### config.mk
export PLATFORM = sky130hd
export DESIGN_NAME = spi_slave_uc_flat
export DESIGN_NICKNAME = d
export VERILOG_FILES = /design/src/rtl/spi_slave_uc_pkg.sv /design/src/rtl/spi_slave_uc_if.sv /design/src/rtl/spi_slave_uc_sync_edge.sv /design/src/rtl/spi_slave_uc.sv /design/src/flat_wrapper.sv
export SDC_FILE = /design/constraint.sdc
export NUM_CORES = 1
export LEC_CHECK = 0
export CAP_MARGIN = 20
export CORE_MARGIN = 5
export CORE_UTILIZATION = 40
export CTS_CLUSTER_SIZE = 40
export DETAILED_ROUTE_END_ITERATION = 10
export PLACE_DENSITY = 0.64
export SLEW_MARGIN = 5
export SYNTH_ARGS = -nofsm -noshare
export SYNTH_HDL_FRONTEND = slang
export SYNTH_HIERARCHICAL = 1
export SYNTH_SLANG_ARGS = --single-unit
### constraint.sdc
create_clock -name SYS_CLK -period 7.72 [get_ports SYS_CLK]
set_input_delay 1.544 -clock SYS_CLK [delete_from_list [all_inputs] [get_ports SYS_CLK]]
set_output_delay 1.544 -clock SYS_CLK [all_outputs]
set_load 0.02 [all_outputs]
### src/rtl/spi_slave_uc_pkg.sv
// rtl/spi_slave_uc_pkg.sv - shared types and constants for the UC-link SPI slave
package spi_slave_pkg;

  // Frame length used when the instantiating design does not override it
  localparam int DEFAULT_WIDTH = 16;

  // Synchronizer power-on levels match the idle state of each pin
  localparam logic SCK_RST_VAL  = 1'b0;
  localparam logic CS_RST_VAL   = 1'b1;
  localparam logic MOSI_RST_VAL = 1'b0;

  typedef enum logic [1:0] {
    ST_IDLE,
    ST_SHIFT,
    ST_HOLD
  } state_e;

endpackage

### src/rtl/spi_slave_uc_if.sv
// rtl/spi_slave_uc_if.sv - SPI pins plus parallel rx/tx port of the UC-link slave
interface spi_slave_uc_if
  import spi_slave_pkg::*;
#(
  parameter int WIDTH = DEFAULT_WIDTH
) ();

  logic             SCK;
  logic             CSbar;
  logic             MOSI;
  logic             MISO;
  logic [WIDTH-1:0] TX_DATA;
  logic             TX_LOAD;
  logic             TX_READY;
  logic             TX_UNDERRUN;
  logic [WIDTH-1:0] RX_DATA;
  logic             RX_VALID;
  logic             FRAME_ERR;
  logic             BUSY;

  // Side seen by the slave block itself
  modport slave (
    input  SCK, CSbar, MOSI, TX_DATA, TX_LOAD,
    output MISO, TX_READY, TX_UNDERRUN, RX_DATA, RX_VALID, FRAME_ERR, BUSY
  );

  // Side seen by the SPI master and the local command logic
  modport master (
    output SCK, CSbar, MOSI, TX_DATA, TX_LOAD,
    input  MISO, TX_READY, TX_UNDERRUN, RX_DATA, RX_VALID, FRAME_ERR, BUSY
  );

endinterface

### src/rtl/spi_slave_uc_sync_edge.sv
// rtl/spi_slave_uc_sync_edge.sv - multi-flop pin synchronizer with rise/fall pulses
module sync_edge #(
  parameter int   STAGES  = 2,
  parameter logic RST_VAL = 1'b0
) (
  input  logic clk,
  input  logic rst,
  input  logic d,
  output logic q,
  output logic rise,
  output logic fall
);

  logic [STAGES-1:0] sync_q, sync_d;
  logic              prev_q, prev_d;

  // Shift the raw pin into the chain; prev holds last cycle's synchronized level
  always_comb begin
    sync_d = {sync_q[STAGES-2:0], d};
    prev_d = sync_q[STAGES-1];
  end

  // Chain and edge flop reset to the pin's idle level so reset creates no edge
  always_ff @(posedge clk or posedge rst) begin
    if (rst) begin
      sync_q <= {STAGES{RST_VAL}};
      prev_q <= RST_VAL;
    end else begin
      sync_q <= sync_d;
      prev_q <= prev_d;
    end
  end

  assign q    = sync_q[STAGES-1];
  assign rise = q & ~prev_q;
  assign fall = ~q & prev_q;

endmodule

### src/rtl/spi_slave_uc.sv
// rtl/spi_slave_uc.sv - SPI mode-0 slave with oversampled pins, rx strobe and double-buffered reply
module spi_slave_uc
  import spi_slave_pkg::*;
#(
  parameter int WIDTH       = DEFAULT_WIDTH,
  parameter int SYNC_STAGES = 2
) (
  input  logic          SYS_CLK,
  input  logic          RST,
  spi_slave_uc_if.slave bus
);

  localparam int              CW         = $clog2(WIDTH + 1);
  localparam int              FW         = $clog2(SYNC_STAGES + 2);
  localparam logic [FW-1:0]   FLUSH_DONE = FW'(SYNC_STAGES + 1);
  localparam logic [CW-1:0]   LAST_BIT   = CW'(WIDTH);

  logic sck_level_unused, sck_rise, sck_fall;
  logic cs_level, cs_rise, cs_fall;
  logic mosi_s, mosi_rise_unused, mosi_fall_unused;

  state_e           state_q, state_d;
  logic [CW-1:0]    cnt_q, cnt_d, cnt_inc;
  logic [WIDTH-2:0] rx_sh_q, rx_sh_d;
  logic [WIDTH-1:0] rx_word;
  logic [WIDTH-1:0] tx_sh_q, tx_sh_d;
  logic [WIDTH-1:0] start_word;
  logic             miso_q, miso_d;
  logic [WIDTH-1:0] rx_data_q, rx_data_d;
  logic             rx_valid_q, rx_valid_d;
  logic             underrun_q, underrun_d;
  logic             ferr_q, ferr_d;
  logic             err_done_q, err_done_d;
  logic [WIDTH-1:0] shadow_q, shadow_d;
  logic             full_q, full_d;
  logic [FW-1:0]    flush_q, flush_d;
  logic             armed_q, armed_d;
  logic             frame_start;

  sync_edge #(.STAGES(SYNC_STAGES), .RST_VAL(SCK_RST_VAL)) u_sync_sck (
    .clk (SYS_CLK), .rst (RST), .d (bus.SCK),
    .q (sck_level_unused), .rise (sck_rise), .fall (sck_fall)
  );

  sync_edge #(.STAGES(SYNC_STAGES), .RST_VAL(CS_RST_VAL)) u_sync_cs (
    .clk (SYS_CLK), .rst (RST), .d (bus.CSbar),
    .q (cs_level), .rise (cs_rise), .fall (cs_fall)
  );

  sync_edge #(.STAGES(SYNC_STAGES), .RST_VAL(MOSI_RST_VAL)) u_sync_mosi (
    .clk (SYS_CLK), .rst (RST), .d (bus.MOSI),
    .q (mosi_s), .rise (mosi_rise_unused), .fall (mosi_fall_unused)
  );

  assign cnt_inc     = cnt_q + CW'(1);
  assign rx_word     = {rx_sh_q, mosi_s};
  assign start_word  = full_q ? shadow_q : '0;
  assign frame_start = (state_q == ST_IDLE) && cs_fall && armed_q;

  // Arm frame detection only once the CS synchronizer holds real pin data and shows
  // the pin high, so a select already low at reset release never starts a frame
  always_comb begin
    flush_d = (flush_q == FLUSH_DONE) ? flush_q : flush_q + FW'(1);
    armed_d = armed_q | ((flush_q == FLUSH_DONE) & cs_level);
  end

  // Reply shadow: a load in the frame-start cycle refills the slot being emptied
  always_comb begin
    shadow_d = shadow_q;
    full_d   = full_q;
    if (frame_start) begin
      full_d = 1'b0;
    end
    if (bus.TX_LOAD && (!full_q || frame_start)) begin
      shadow_d = bus.TX_DATA;
      full_d   = 1'b1;
    end
  end

  // Frame FSM: shift on synchronized SCK edges, strobe the word, police the tail
  always_comb begin
    state_d    = state_q;
    cnt_d      = cnt_q;
    rx_sh_d    = rx_sh_q;
    tx_sh_d    = tx_sh_q;
    miso_d     = miso_q;
    rx_data_d  = rx_data_q;
    rx_valid_d = 1'b0;
    underrun_d = 1'b0;
    ferr_d     = 1'b0;
    err_done_d = err_done_q;
    case (state_q)
      ST_IDLE: begin
        if (frame_start) begin
          state_d    = ST_SHIFT;
          cnt_d      = '0;
          miso_d     = start_word[WIDTH-1];
          tx_sh_d    = {start_word[WIDTH-2:0], 1'b0};
          underrun_d = ~full_q;
          err_done_d = 1'b0;
        end
      end
      ST_SHIFT: begin
        if (cs_rise) begin
          // Partial word is dropped; rx_sh is overwritten by the next frame anyway
          ferr_d  = 1'b1;
          state_d = ST_IDLE;
        end else begin
          if (sck_rise) begin
            rx_sh_d = rx_word[WIDTH-2:0];
            cnt_d   = cnt_inc;
            if (cnt_inc == LAST_BIT) begin
              rx_data_d  = rx_word;
              rx_valid_d = 1'b1;
              state_d    = ST_HOLD;
            end
          end
          if (sck_fall) begin
            miso_d  = tx_sh_q[WIDTH-1];
            tx_sh_d = {tx_sh_q[WIDTH-2:0], 1'b0};
          end
        end
      end
      ST_HOLD: begin
        if (cs_rise) begin
          state_d = ST_IDLE;
        end else if (sck_rise && !err_done_q) begin
          ferr_d     = 1'b1;
          err_done_d = 1'b1;
        end
      end
      default: state_d = ST_IDLE;
    endcase
  end

  // State and datapath registers, all returned to idle values by RST
  always_ff @(posedge SYS_CLK or posedge RST) begin
    if (RST) begin
      state_q    <= ST_IDLE;
      cnt_q      <= '0;
      rx_sh_q    <= '0;
      tx_sh_q    <= '0;
      miso_q     <= 1'b0;
      rx_data_q  <= '0;
      rx_valid_q <= 1'b0;
      underrun_q <= 1'b0;
      ferr_q     <= 1'b0;
      err_done_q <= 1'b0;
      shadow_q   <= '0;
      full_q     <= 1'b0;
      flush_q    <= '0;
      armed_q    <= 1'b0;
    end else begin
      state_q    <= state_d;
      cnt_q      <= cnt_d;
      rx_sh_q    <= rx_sh_d;
      tx_sh_q    <= tx_sh_d;
      miso_q     <= miso_d;
      rx_data_q  <= rx_data_d;
      rx_valid_q <= rx_valid_d;
      underrun_q <= underrun_d;
      ferr_q     <= ferr_d;
      err_done_q <= err_done_d;
      shadow_q   <= shadow_d;
      full_q     <= full_d;
      flush_q    <= flush_d;
      armed_q    <= armed_d;
    end
  end

  assign bus.MISO        = miso_q;
  assign bus.TX_READY    = ~full_q;
  assign bus.TX_UNDERRUN = underrun_q;
  assign bus.RX_DATA     = rx_data_q;
  assign bus.RX_VALID    = rx_valid_q;
  assign bus.FRAME_ERR   = ferr_q;
  assign bus.BUSY        = (state_q != ST_IDLE);

endmodule

### src/flat_wrapper.sv
// flat-port wrapper written by rule: the top's interface ports become plain ports
module spi_slave_uc_flat import spi_slave_pkg::*;
#(
  parameter int WIDTH       = DEFAULT_WIDTH,
  parameter int SYNC_STAGES = 2
)
  (SYS_CLK, RST, bus_SCK, bus_CSbar, bus_MOSI, bus_TX_DATA, bus_TX_LOAD, bus_MISO, bus_TX_READY, bus_TX_UNDERRUN, bus_RX_DATA, bus_RX_VALID, bus_FRAME_ERR, bus_BUSY);
  spi_slave_uc_if #(.WIDTH(WIDTH)) bus_i ();
  input  logic SYS_CLK;
  input  logic RST;
  input wire logic [$bits(bus_i.SCK)-1:0] bus_SCK;
  input wire logic [$bits(bus_i.CSbar)-1:0] bus_CSbar;
  input wire logic [$bits(bus_i.MOSI)-1:0] bus_MOSI;
  input wire logic [$bits(bus_i.TX_DATA)-1:0] bus_TX_DATA;
  input wire logic [$bits(bus_i.TX_LOAD)-1:0] bus_TX_LOAD;
  output wire logic [$bits(bus_i.MISO)-1:0] bus_MISO;
  output wire logic [$bits(bus_i.TX_READY)-1:0] bus_TX_READY;
  output wire logic [$bits(bus_i.TX_UNDERRUN)-1:0] bus_TX_UNDERRUN;
  output wire logic [$bits(bus_i.RX_DATA)-1:0] bus_RX_DATA;
  output wire logic [$bits(bus_i.RX_VALID)-1:0] bus_RX_VALID;
  output wire logic [$bits(bus_i.FRAME_ERR)-1:0] bus_FRAME_ERR;
  output wire logic [$bits(bus_i.BUSY)-1:0] bus_BUSY;
  assign bus_i.SCK = bus_SCK;
  assign bus_i.CSbar = bus_CSbar;
  assign bus_i.MOSI = bus_MOSI;
  assign bus_i.TX_DATA = bus_TX_DATA;
  assign bus_i.TX_LOAD = bus_TX_LOAD;
  assign bus_MISO = bus_i.MISO;
  assign bus_TX_READY = bus_i.TX_READY;
  assign bus_TX_UNDERRUN = bus_i.TX_UNDERRUN;
  assign bus_RX_DATA = bus_i.RX_DATA;
  assign bus_RX_VALID = bus_i.RX_VALID;
  assign bus_FRAME_ERR = bus_i.FRAME_ERR;
  assign bus_BUSY = bus_i.BUSY;
  spi_slave_uc #(.WIDTH(WIDTH), .SYNC_STAGES(SYNC_STAGES)) u_core (.SYS_CLK(SYS_CLK), .RST(RST), .bus(bus_i));
endmodule
==> results.sh <==
export IMPL_min_path_type="reg -> reg"
export IMPL_die_width_um=104
export IMPL_fin_worst_skew_ns=0.00802
export IMPL_cp_slowest_cell="clkdlybuf4s50_1"
export IMPL_ios=44
export IMPL_finalCritPeriodShare=0.421
export IMPL_path_clk_slew_ns=0.08
export IMPL_cts_tree="yes"
export IMPL_num_rows=34
export IMPL_layout_common_cells="83 x dfrtp_1, 43 x clkdlybuf4s50_1, 40 x mux2_2"
export IMPL_hold_viol_final=0
export IMPL_fin_crit_ns=3.25
export IMPL_vdd_drop_max_v=0.000168
export IMPL_final_layout_size_suffix_gt1_frac=0.239
export IMPL_hp_start="u_core/u_sync_sck/sync_q[0]"
export IMPL_initial_core_util=0.408
export IMPL_maxCapViolCount=0
export IMPL_post_cts_buffers=0
export IMPL_cts_buffer_depth=2
export IMPL_htree_levels=3
export IMPL_grt_antenna_before_repair=0
export IMPL_startpoint_type="register"
export IMPL_place_gp_congestion=0.814
export IMPL_hpwl_mm=3.78
export IMPL_dieHeight_um=104
export IMPL_ys_warn_count=6
export IMPL_slowest_delay_ns=0.60
export IMPL_viasPerCell=4.84
export IMPL_synth_avg_cell_area_um2=13.0
export IMPL_path_cells="inv_1 > ha_1 > inv_1 > clkdlybuf4s50_1"
export IMPL_grt_first_pass_wirelength_mm=9.98
export IMPL_powerDensity_nw_per_um2=308
export IMPL_r2r_end="u_core/rx_sh_q[9]"
export IMPL_clockRootBuffer="clkbuf_8"
export IMPL_syn_to_final_growth_pct=22.1
export IMPL_end_kind="output port"
export IMPL_required_ns=6.18
export IMPL_wl_per_cell_um=13.4
export IMPL_port_buffers=43
export IMPL_finalMaxSlewViolations=0
export IMPL_fin_nets=346
export IMPL_diodes=0
export IMPL_fmax_mhz=308
export IMPL_final_setup_tns_ns=0
export IMPL_routed_wl_met2_mm=2.59
export IMPL_hold_end="u_core/u_sync_sck/sync_q[1]"
export IMPL_cts_made_buffers=9
export IMPL_whs_ns=0.359
export IMPL_crit_arrival_ns=1.70
export IMPL_ant_nets=0
export IMPL_p_leak_nw=1.96
export IMPL_clkLatencyLatePin_ns=0.35
export IMPL_rsz0062_at_grt="no"
export IMPL_status="complete, no violations"
export IMPL_dieArea_um2=10800
export IMPL_synth_cells=271
export IMPL_overflow=0
export IMPL_worst_pin_slew_ns=0.982
export IMPL_maxSlewHeadroom=0.343
export IMPL_r2r_start="u_core/state_q[1]"
export IMPL_grt_use_total=0.113
export IMPL_clkSinkCount=86
export IMPL_grt_max_degree=79
export IMPL_critPathKind="reg -> out"
export IMPL_drt_iter0_markers=79
export IMPL_grt_pass1_vias=2109
export IMPL_setup_violations_final=0
export IMPL_vias=2081
export IMPL_ff2ff_path_depth=6
export IMPL_wl_met1_mm=2.82
export IMPL_crit_top_cell="inv_1"
export IMPL_ctsHoldBuffers=0
export IMPL_final_common_cell="dfrtp_1"
export IMPL_first_pass_iters=4
export IMPL_wl_met3_um=291
export IMPL_reg2reg_slack_ns=5.06
export IMPL_drc_errors=0
export IMPL_cts_resized=0
export IMPL_synthesis_nets=300
export IMPL_min_delay_path_depth=0
export IMPL_crit_fanout=5
export IMPL_core_um2=8640
export IMPL_top_layer="met4"
export IMPL_drt_total_wl_mm=5.74
export IMPL_syn_area_um2=3520
export IMPL_p_total_mw=1.32
==> state kept, by name, summed over array words and instances, names as in the netlist, 5 cells and up <==
register            cells
u_core/rx_sh_q         15
u_core/shadow_q        16
u_core/cnt_q            5
u_core/bus.RX_DATA     16
u_core/tx_sh_q         15
==> area by class of cell <==
class / instances / area, µm²
clock buffers: 9 / 124
clock inverters: 7 / 96.3
fillers: 773 / 4340
inverters: 12 / 45.0
multi-input cells: 162 / 1270
flip-flops and latches: 86 / 2160
well taps: 108 / 135
repair buffers: 46 / 473
==> power breakdown <==
part | internal (mW) | switching [mW] | leakage (nW) | total (mW)
clock network | 0.184 | 0.157 | 0.114 | 0.341
registers | 0.566 | 0.0686 | 1.07 | 0.635
logic | 0.167 | 0.181 | 0.777 | 0.348
==> worst max-delay path, delay by kind of cell (launching register included) <==
| kind | cells | cell delay [ns] |
|---|---|---|
| buffers and inverters | 3 | 0.75 |
| adder cells (fa/ha/maj) | 1 | 0.25 |
| flip-flops | 1 | 0.37 |
==> how the worst max path moves through the flow <==
stage                      start                 end  slack, ns
3_3_place_gp         bus_TX_LOAD  u_core/shadow_q[3]       4.55
3_5_place_dp         bus_TX_LOAD  u_core/shadow_q[8]       4.51
2_1_floorplan                RST      u_core/armed_q       4.18
4_1_cts        u_core/state_q[0]            bus_BUSY       4.43
5_1_grt        u_core/state_q[0]            bus_BUSY       4.36
6_report       u_core/state_q[0]            bus_BUSY       4.47
==> per-stage QoR <==
stage | util | instance area [µm²] | cells | setup slack (ns)
after floorplan | - | 3520 | 271 | 4.18
after global placement | 0.469 | 4050 | 413 | 4.55
after detailed placement | 0.469 | 4050 | 413 | 4.51
after CTS | 0.494 | 4270 | 429 | 4.43
after global routing | 0.498 | 4300 | 430 | 4.36
final | 0.498 | 4300 | 430 | 4.47
==> layer usage <==
layer  up-vias  global-route usage
met5         -                   0
met4         0              0.0268
met3         5              0.0510
met2        46               0.175
met1      1002               0.145
li1       1028                   -
(Power assumes the default switching activity.)
